## src/rtl/inst_fetch.sv

```systemverilog
// inst_fetch: PC/LR owner and two-byte big-endian instruction fetcher.
// Presents one registered 16-bit instruction per retire to the controller.
module inst_fetch #(
    parameter int unsigned       ADDR_W   = 16,
    parameter logic [ADDR_W-1:0] RESET_PC = '0
) (
    input  logic              clk,
    input  logic              rst_n,
    input  logic [1:0]        pc_sel,
    input  logic              lr_en,
    input  logic [ADDR_W-1:0] ea,
    input  logic              inst_ready,
    output logic [15:0]       inst,
    output logic              inst_valid,
    output logic [ADDR_W-1:0] pc,
    output logic [ADDR_W-1:0] lr,
    output logic              mem_req,
    output logic [ADDR_W-1:0] mem_addr,
    input  logic              mem_ack,
    input  logic [7:0]        mem_rdata
);

    localparam logic [1:0] FETCH_HI = 2'd0;
    localparam logic [1:0] FETCH_LO = 2'd1;
    localparam logic [1:0] HOLD     = 2'd2;

    logic [1:0]        state;
    logic [1:0]        state_nxt;
    logic [ADDR_W-1:0] pc_q;
    logic [ADDR_W-1:0] lr_q;
    logic [ADDR_W-1:0] pc_inc;
    logic [ADDR_W-1:0] pc_nxt;
    logic [ADDR_W-1:0] lr_nxt;
    logic [15:0]       inst_q;

    logic st_hi;
    logic st_lo;
    logic st_hold;
    logic hi_ack;
    logic lo_ack;
    logic retire;
    logic sel_lr;
    logic sel_ea;

    assign st_hi   = (state == FETCH_HI);
    assign st_lo   = (state == FETCH_LO);
    assign st_hold = (state == HOLD);

    // mem_ack only counts while a request is outstanding
    assign hi_ack  = st_hi & mem_ack;
    assign lo_ack  = st_lo & mem_ack;
    assign retire  = st_hold & inst_ready;

    assign sel_lr  = (pc_sel == 2'b01);
    assign sel_ea  = (pc_sel == 2'b10);
    assign pc_inc  = pc_q + ADDR_W'(2);

    // Next PC: sequential, return via LR, or jump to ea; always even
    always_comb begin
        pc_nxt = pc_inc;
        unique case (1'b1)
            sel_lr:  pc_nxt = lr_q;
            sel_ea:  pc_nxt = ea;
            default: pc_nxt = pc_inc;
        endcase
        pc_nxt[0] = 1'b0;
    end

    // Link value is the fall-through address of the retiring instruction
    always_comb begin
        lr_nxt = lr_q;
        if (lr_en) begin
            lr_nxt = pc_inc;
        end
    end

    // Fetch sequencing: high byte, low byte, then hold until retired
    always_comb begin
        state_nxt = state;
        unique case (state)
            FETCH_HI: if (mem_ack)    state_nxt = FETCH_LO;
            FETCH_LO: if (mem_ack)    state_nxt = HOLD;
            HOLD:     if (inst_ready) state_nxt = FETCH_HI;
            default:                  state_nxt = FETCH_HI;
        endcase
    end

    // State register; reset abandons any in-flight fetch
    always_ff @(posedge clk or negedge rst_n) begin
        if (!rst_n) begin
            state <= FETCH_HI;
        end else begin
            state <= state_nxt;
        end
    end

    // PC and LR move together on the retire edge (swap uses old values)
    always_ff @(posedge clk or negedge rst_n) begin
        if (!rst_n) begin
            pc_q <= RESET_PC;
            lr_q <= '0;
        end else if (retire) begin
            pc_q <= pc_nxt;
            lr_q <= lr_nxt;
        end
    end

    // Instruction register filled byte by byte; stale low byte is harmless
    always_ff @(posedge clk or negedge rst_n) begin
        if (!rst_n) begin
            inst_q <= 16'h0000;
        end else begin
            if (hi_ack) begin
                inst_q[15:8] <= mem_rdata;
            end
            if (lo_ack) begin
                inst_q[7:0] <= mem_rdata;
            end
        end
    end

    // Request decodes from registers only; reset gating kills it at once
    assign mem_req    = rst_n & (st_hi | st_lo);
    assign mem_addr   = st_lo ? {pc_q[ADDR_W-1:1], 1'b1} : pc_q;
    assign inst       = inst_q;
    assign inst_valid = st_hold;
    assign pc         = pc_q;
    assign lr         = lr_q;

endmodule

```

## config.mk

```make
export PLATFORM = sky130hd
export DESIGN_NAME = inst_fetch
export DESIGN_NICKNAME = d
export VERILOG_FILES = /design/src/rtl/inst_fetch.sv
export SDC_FILE = /design/constraint.sdc
export NUM_CORES = 1
export LEC_CHECK = 0
export CORE_MARGIN = 2
export CORE_UTILIZATION = 48
export CTS_CLUSTER_DIAMETER = 150
export DETAILED_ROUTE_END_ITERATION = 16
export PLACE_DENSITY_LB_ADDON = 0.08
export SLEW_MARGIN = 20
export SYNTH_ARGS = -nofsm -noshare
export SYNTH_HDL_FRONTEND = slang
export SYNTH_SLANG_ARGS = --single-unit
```

## constraint.sdc

```tcl
create_clock -name clk -period 3.9 [get_ports clk]
set_clock_uncertainty 0.05 [all_clocks]
set_input_delay 0.585 -clock clk [delete_from_list [all_inputs] [get_ports clk]]
set_output_delay 0.585 -clock clk [all_outputs]
set_load 0.02 [all_outputs]
```

==> impl_metrics.sql, run 1 <==
INSERT INTO impl_metrics (metric_group, metric, value, unit) VALUES
('routing', 'drc_errors', '0', ''),
('critical_path', 'rrSetupSlack', '1950', 'ps'),
('pwr', 'vdd.ir_drop.worst', '0.484', 'mV'),
('pwr', 'switching_power_as_a_share_of_total_power', '39.6', '%'),
('grt', 'grt_pass1_wl', '9910', 'um'),
('routing', 'finalWirelength', '6060', 'um'),
('routing', 'avgViaCountPerCell', '5.35', ''),
('clock_tree', 'ctsHtreeMaxLevel', '2', ''),
('routing', 'wl_per_cell', '15.2', 'um'),
('critical_path', 'critPathArrivalTime', '1610', 'ps'),
('sta', 'slew_hr', '55.5', '%'),
('sta', 'finalMaxSlewViolations', '0', ''),
('synth', 'async_flop_share', '100', '%'),
('finish', 'proportion_of_layout_cells_with_a_drive_suffix_above_1', '10.7', '%'),
('floorplan', 'die_h', '78.4', 'um'),
('finish', 'num_antenna_cells', '0', ''),
('critical_path', 'critical_path.startpoint', 'state[0]$_DFFE_PN0P_', ''),
('critical_path', 'critical_path.endpoint_type', 'output port', ''),
('grt', 'grt_overflow', '0', ''),
('pwr', 'power_density', '685', 'mW/mm^2'),
('worst_hold_path', 'hold_class', 'in -> async', ''),
('synth', 'post_synth_most_frequent_cells', 'dfrtp_1 (48), nand2_1 (29), buf_4 (19), mux2_2 (17), o21ai_0 (17)', ''),
('clock_tree', 'clkTransAtPathRegs', '90', 'ps'),
('clock_tree', 'cts_root_buffer', 'clkbuf_8', ''),
('sta', 'worst-slew-pin-transition', '665', 'ps'),
('synth', 'ys_seq_elements', '48', ''),
('grt', 'antenna_found_initial', '0', ''),
('clock_tree', 'cts.path.max_buffers', '2', ''),
('grt', 'first_global_vias', '2040', ''),
('placed_design', 'dp_hpwl', '4190', 'um'),
('pwr', 'intPower', '1480', 'uW'),
('routing', 'route.met2.wl', '2890', 'um'),
('placed_design', 'io_buffer_count', '93', ''),
('clock_tree', 'cts_hold_buffers', '0', ''),
('clock_tree', 'post-cts-setup-buffers', '0', ''),
('clock_tree', 'cts_sinks', '48', ''),
('synth', 'most_common_flop_cell_mapped_by_yosys', 'dfrtp_1', ''),
('critical_path', 'timing.rr.start', 'pc[3]$_DFFE_PN0P_', ''),
('synth', 'post_synthesis_cells', '257', ''),
('routing', 'met3WireLength', '447', 'um'),
('finish', 'flow.area_growth_from_synthesis', '34.7', '%'),
('sta', 'max_freq', '445', 'MHz'),
('synth', 'synth.area.top_cells', 'dfrtp_1 (45%), mux2_2 (7.2%), buf_4 (5.4%), nand2_1 (4.1%), mux2i_1 (3.4%)', ''),
('floorplan', 'design.core.area', '0.00544', 'sq mm'),
('clock_tree', 'clock_insertion_delay_worst_skew', '300', 'ps'),
('synth', 'ys.warnings.count', '0', ''),
('synth', 'syn_area_per_cell', '10.3', 'sq um'),
('sta', 'grt_setup_unrepaired', 'false', ''),
('floorplan', 'fp.dieArea', '0.00614', 'sq mm'),
('routing', 'maxUsedRoutingLayer', 'met4', ''),
('critical_path', 'r2r_cells', '4', ''),
('sta', 'final_period_minus_worst_setup_slack', '2250', 'ps'),
('critical_path', 'worstPathRequired', '3260', 'ps'),
('pwr', 'power_leakage', '0.00143', 'uW'),
('pwr', 'power.net_switching', '971', 'uW'),
('floorplan', 'io-pin-count', '97', ''),
('pwr', 'power.sequential.fraction', '36.8', '%'),
('finish', 'finish.net_count', '360', ''),
('synth', 'mappedNetlistArea', '0.00266', 'sq mm'),
('run_status', 'outcome', 'complete, no violations', ''),
('placed_design', 'post-place-ws', '1380', 'ps'),
('critical_path', 'crit_path_max_fanout', '7', ''),
('sta', 'fin_crit_sh', '57.7', '%'),
('clock_tree', 'post_cts_resize_count', '0', ''),
('synth', 'synth_top_cell_area_share', '45.2', '%'),
('routing', 'route.layer.met1.wl', '2670', 'um'),
('sta', 'setup_violations', '0', ''),
('synth', 'yosysMostFrequentCell', 'dfrtp_1', ''),
('routing', 'ant_nets', '0', ''),
('grt', 'grt_usage', '20.7', '%'),
('synth', 'synth_cell_types', '43', '');
critical path: stages (launching register included):
cell             delay [ps]
dfrtp_1                 470
nand2b_1                190
inv_1                    70
clkdlybuf4s50_1         600
worst min path at each step:
stage                     slack [ps]  cells after the start                   to
after CTS                        430                      2   lr[11]$_DFFE_PN0P_
final                            420                      2   pc[11]$_DFFE_PN0P_
after global placement           440                      2    lr[9]$_DFFE_PN0P_
after floorplan                  240                      0  inst[0]$_DFFE_PN0P_
after detailed placement         440                      1  inst[6]$_DFFE_PN0P_
after global routing             450                      2   pc[11]$_DFFE_PN0P_
sequential cells by signal, summed over array words and instances (netlist names):
register / flops
inst: 16
lr: 15
pc: 15
state: 2
cells by family after synthesis:
kind of cell	Yosys count	share of synthesized area (%)
simple gates	68	14.9
compound gates	57	14.5
flops	48	45.2
buf+inv	41	8.90
mux	26	10.6
xor+xnor	13	4.29
fa+ha+maj	3	1.41
other cells	1	0.141
power groups by stage:
stage	logic [uW]	clock network (uW)	registers, uW
global placement	1240	0	900
floorplan	541	0	1080
global route	1330	339	934
detailed placement	1250	0	913
CTS	1250	316	903
finish	1240	306	903
per-layer routing:
metal | vias to the layer above | GRT usage, %
met5 | - | 0
met4 | 0 | 5.79
met1 | 1033 | 26.1
met2 | 61 | 33.7
met3 | 5 | 7.59
li1 | 1036 | -
cell type report:
cell class / instances / area, sq um / area share, %
Multi-Input combinational cell: 169 / 1220 / 34.2
Inverter: 5 / 18.8 / 0.524
Timing Repair Buffer: 97 / 956 / 26.7
Clock buffer: 8 / 90.1 / 2.52
Tap cell: 72 / 90.1 / 2.52
Sequential cell: 48 / 1200 / 33.6
per-stage QoR:
stage          area (sq um)  utilization [%]  power (uW)  hold slack, ps
6_report               3580             65.8        2450             416
5_1_grt                3580             65.8        2600             453
4_1_cts                3580             65.8        2470             435
3_5_place_dp           3490             64.1        2160             442
3_3_place_gp           3490             64.1        2140             436
2_1_floorplan          2660                -        1620             239
cell usage in the layout, fill, tap and decap left out, types with 8 or more instances in the layout:
cell type        instances
clkdlybuf4s50_1         92
dfrtp_1                 48
nand2_1                 29
o21ai_0                 17
mux2_2                  17
a221oi_1                 9
xnor2_1                  9
mux2i_1                  9
nor2_1                   8
a21oi_1                  8
Power figures use the tool's default switching activity.
==> run 2: changes to the inputs <==
--- a/config.mk
+++ b/config.mk
@@ -6,7 +6,7 @@
 export NUM_CORES = 1
 export LEC_CHECK = 0
 export CORE_MARGIN = 2
-export CORE_UTILIZATION = 48
+export CORE_UTILIZATION = 40
 export CTS_CLUSTER_DIAMETER = 150
 export DETAILED_ROUTE_END_ITERATION = 16
 export PLACE_DENSITY_LB_ADDON = 0.08
==> constraint.sdc (replaced) <==
create_clock -name clk -period 1.9 [get_ports clk]
set_clock_uncertainty 0.05 [all_clocks]
set_input_delay 0.285 -clock clk [delete_from_list [all_inputs] [get_ports clk]]
set_output_delay 0.285 -clock clk [all_outputs]
set_load 0.02 [all_outputs]
==> impl_metrics.sql, run 2 (same netlist as run 1, synthesis figures left out) <==
INSERT INTO impl_metrics (metric_group, metric, value, unit) VALUES
('pwr', 'switching_power_as_a_share_of_total_power', '36.7', '%'),
('clock_tree', 'clkTransAtPathRegs', '100', 'ps'),
('pwr', 'power_leakage', '0.00161', 'uW'),
('pwr', 'design_power_total', '5560', 'uW'),
('sta', 'setup_violations', '0', ''),
('routing', 'dr_total_vias', '2192', ''),
('critical_path', 'crit_family', 'buffers and inverters', ''),
('worst_hold_path', 'hold_class', 'in -> async', ''),
('finish', 'finish.net_count', '384', ''),
('grt', 'grt_overflow', '0', ''),
('sta', 'worst-slew-pin-transition', '636', 'ps'),
('grt', 'grt_pass1_wl', '10600', 'um'),
('floorplan', 'core.rowCount', '29', ''),
('sta', 'grt_setup_unrepaired', 'false', ''),
('clock_tree', 'post-cts-setup-buffers', '0', ''),
('finish', 'most_common_library_cell_in_the_layout_ignoring_fill_and_taps', 'clkdlybuf4s50_1', ''),
('pwr', 'vdd.ir_drop.worst', '0.872', 'mV'),
('floorplan', 'design.core.area', '0.00639', 'sq mm'),
('finish', 'proportion_of_layout_cells_with_a_drive_suffix_above_1', '17.9', '%'),
('clock_tree', 'cts_tree', 'built', ''),
('critical_path', 'worstPathRequired', '1560', 'ps'),
('critical_path', 'r2r_cells', '5', ''),
('clock_tree', 'ctsHtreeMaxLevel', '2', ''),
('floorplan', 'io-pin-count', '97', ''),
('pwr', 'power.net_switching', '2040', 'uW'),
('clock_tree', 'clock_insertion_delay_worst_skew', '310', 'ps'),
('critical_path', 'largest_stage_delay_on_the_critical_path', '680', 'ps'),
('clock_tree', 'cts_hold_buffers', '0', ''),
('floorplan', 'initial_utilization', '41.6', '%'),
('critical_path', 'crit_path_max_fanout', '9', ''),
('grt', 'first_global_vias', '2127', ''),
('pwr', 'power_density', '1440', 'mW/mm^2'),
('sta', 'fin_crit_sh', '97.2', '%'),
('sta', 'hold_viol', '0', ''),
('placed_design', 'dp_hpwl', '4790', 'um'),
('finish', 'num_antenna_cells', '0', ''),
('grt', 'grt_usage', '18.2', '%'),
('pwr', 'power.sequential.fraction', '32.0', '%'),
('sta', 'final_period_minus_worst_setup_slack', '1850', 'ps'),
('critical_path', 'cp-start-kind', 'register', ''),
('critical_path', 'worst-setup-path-type', 'reg -> out', ''),
('finish', 'flow.area_growth_from_synthesis', '45.0', '%'),
('grt', 'grt_max_degree', '49', ''),
('sta', 'slew_hr', '57.6', '%'),
('run', 'maxCapViolCount', '0', ''),
('critical_path', 'critPathArrivalTime', '1510', 'ps'),
('critical_path', 'crit_path_cell_trace', 'clkdlybuf4s50_1', ''),
('finish', 'finish.cell_count_without_fillers', '428', ''),
('critical_path', 'critical_path.endpoint_type', 'output port', ''),
('routing', 'avgViaCountPerCell', '5.12', ''),
('routing', 'finalWirelength', '6410', 'um'),
('floorplan', 'fp.dieArea', '0.00731', 'sq mm'),
('finish', 'final_cell_mix', 'clkdlybuf4s50_1 (89), dfrtp_1 (46), nand2_1 (29)', ''),
('clock_tree', 'cts.path.max_buffers', '2', ''),
('pwr', 'clock_power_share', '18.4', '%'),
('critical_path', 'timing.critical_path.slowest_stage_cell', 'clkdlybuf4s50_1', ''),
('floorplan', 'die_h', '85.5', 'um'),
('pwr', 'power_frac_comb', '49.6', '%'),
('placed_design', 'gp_routability_congestion', '0.812', ''),
('run_status', 'outcome', 'complete, no violations', ''),
('clock_tree', 'cts_sinks', '48', ''),
('finish', 'fillCellCount', '552', ''),
('placed_design', 'dp_cells', '420', ''),
('routing', 'wl_per_cell', '15.0', 'um'),
('routing', 'drc_errors', '0', ''),
('pwr', 'intPower', '3520', 'uW'),
('placed_design', 'io_buffer_count', '93', ''),
('grt', 'antenna_found_initial', '1', ''),
('sta', 'finalMaxSlewViolations', '0', ''),
('routing', 'drtPass1Iterations', '4', ''),
('floorplan', 'die_width', '85.5', 'um'),
('sta', 'max_freq', '542', 'MHz'),
('critical_path', 'cp_num_cells', '1', ''),
('clock_tree', 'tritoncts.num_buffers', '5', ''),
('clock_tree', 'cts_root_buffer', 'clkbuf_8', ''),
('finish', 'largest_reg_flops', '16', ''),
('routing', 'ant_nets', '0', ''),
('critical_path', 'crit_buf_inv', '1', ''),
('routing', 'detail_route.iter0.violations', '135', '');
-- run 2: cell count changes in the layout (fill, tap and decap cells not counted), moves of 2 or more --
| cell | change |
|---|---|
| bufinv_16 | +3 |
| dfrtp_1 | -2 |
| clkdlybuf4s50_1 | -3 |
| clkbuf_1 | -2 |
| dlymetal6s2s_1 | +2 |
| buf_4 | +23 |
| dfrtp_2 | +2 |
-- run 2: per-stage QoR --
step	util (%)	hold slack (ps)	setup slack, ps	setup TNS, ps	cell area (sq um)
2_1_floorplan	-	-60.6	92.8	0	2660
3_3_place_gp	57.7	414	-19.7	-39.4	3690
3_5_place_dp	57.7	425	-52.9	-165	3690
4_1_cts	60.2	86.0	10.4	0	3840
5_1_grt	60.3	117	0.768	0	3850
6_report	60.3	59.2	53.9	0	3850
-- run 2: what timing repair did --
item	in CTS	in global routing
resized for setup	1	4
hold endpoints to repair	0	0
gates cloned	0	0
setup endpoints to repair	1	3
-- run 2: power by group through the flow --
| stage | Combinational [uW] | Clock [uW] | Sequential [uW] |
|---|---|---|---|
| 2_1_floorplan | 1110 | 0 | 2220 |
| 3_3_place_gp | 2770 | 0 | 1780 |
| 3_5_place_dp | 2790 | 0 | 1790 |
| 4_1_cts | 2790 | 1050 | 1780 |
| 5_1_grt | 2950 | 1090 | 1840 |
| 6_report | 2760 | 1020 | 1780 |
-- run 2: layout make-up --
cell class                      count  area (sq um)  share of cell area [%]
Timing Repair Buffer              121          1150                    29.9
Multi-Input combinational cell    169          1220                    31.7
Clock buffer                        5          68.8                    1.79
Clock inverter                      3          90.1                    2.34
Sequential cell                    48          1200                    31.2
Tap cell                           77          96.3                    2.50
Inverter                            5          18.8                   0.487
-- run 2: final timing paths --
kind                            slack, ps               from                   end
worst max-delay path                   50  pc[5]$_DFFE_PN0P_                 pc[5]
worst min-delay path                   60              rst_n    lr[12]$_DFFE_PN0P_
worst max register to register        160  pc[5]$_DFFE_PN0P_    lr[12]$_DFFE_PN0P_
worst min register to register        460  lr[8]$_DFFE_PN0P_     lr[8]$_DFFE_PN0P_
max in group asynchronous            1280              rst_n  state[0]$_DFFE_PN0P_
min in group clk                      460  lr[8]$_DFFE_PN0P_     lr[8]$_DFFE_PN0P_
-- run 2: metal layers --
metal | share of wire, % | track usage (%) | up-vias
met5 | 0.20 | 0 | -
met4 | 1.5 | 5.63 | 2
met3 | 8.2 | 6.83 | 11
met2 | 46 | 27.6 | 77
met1 | 44 | 24.4 | 1018
li1 | - | - | 1084
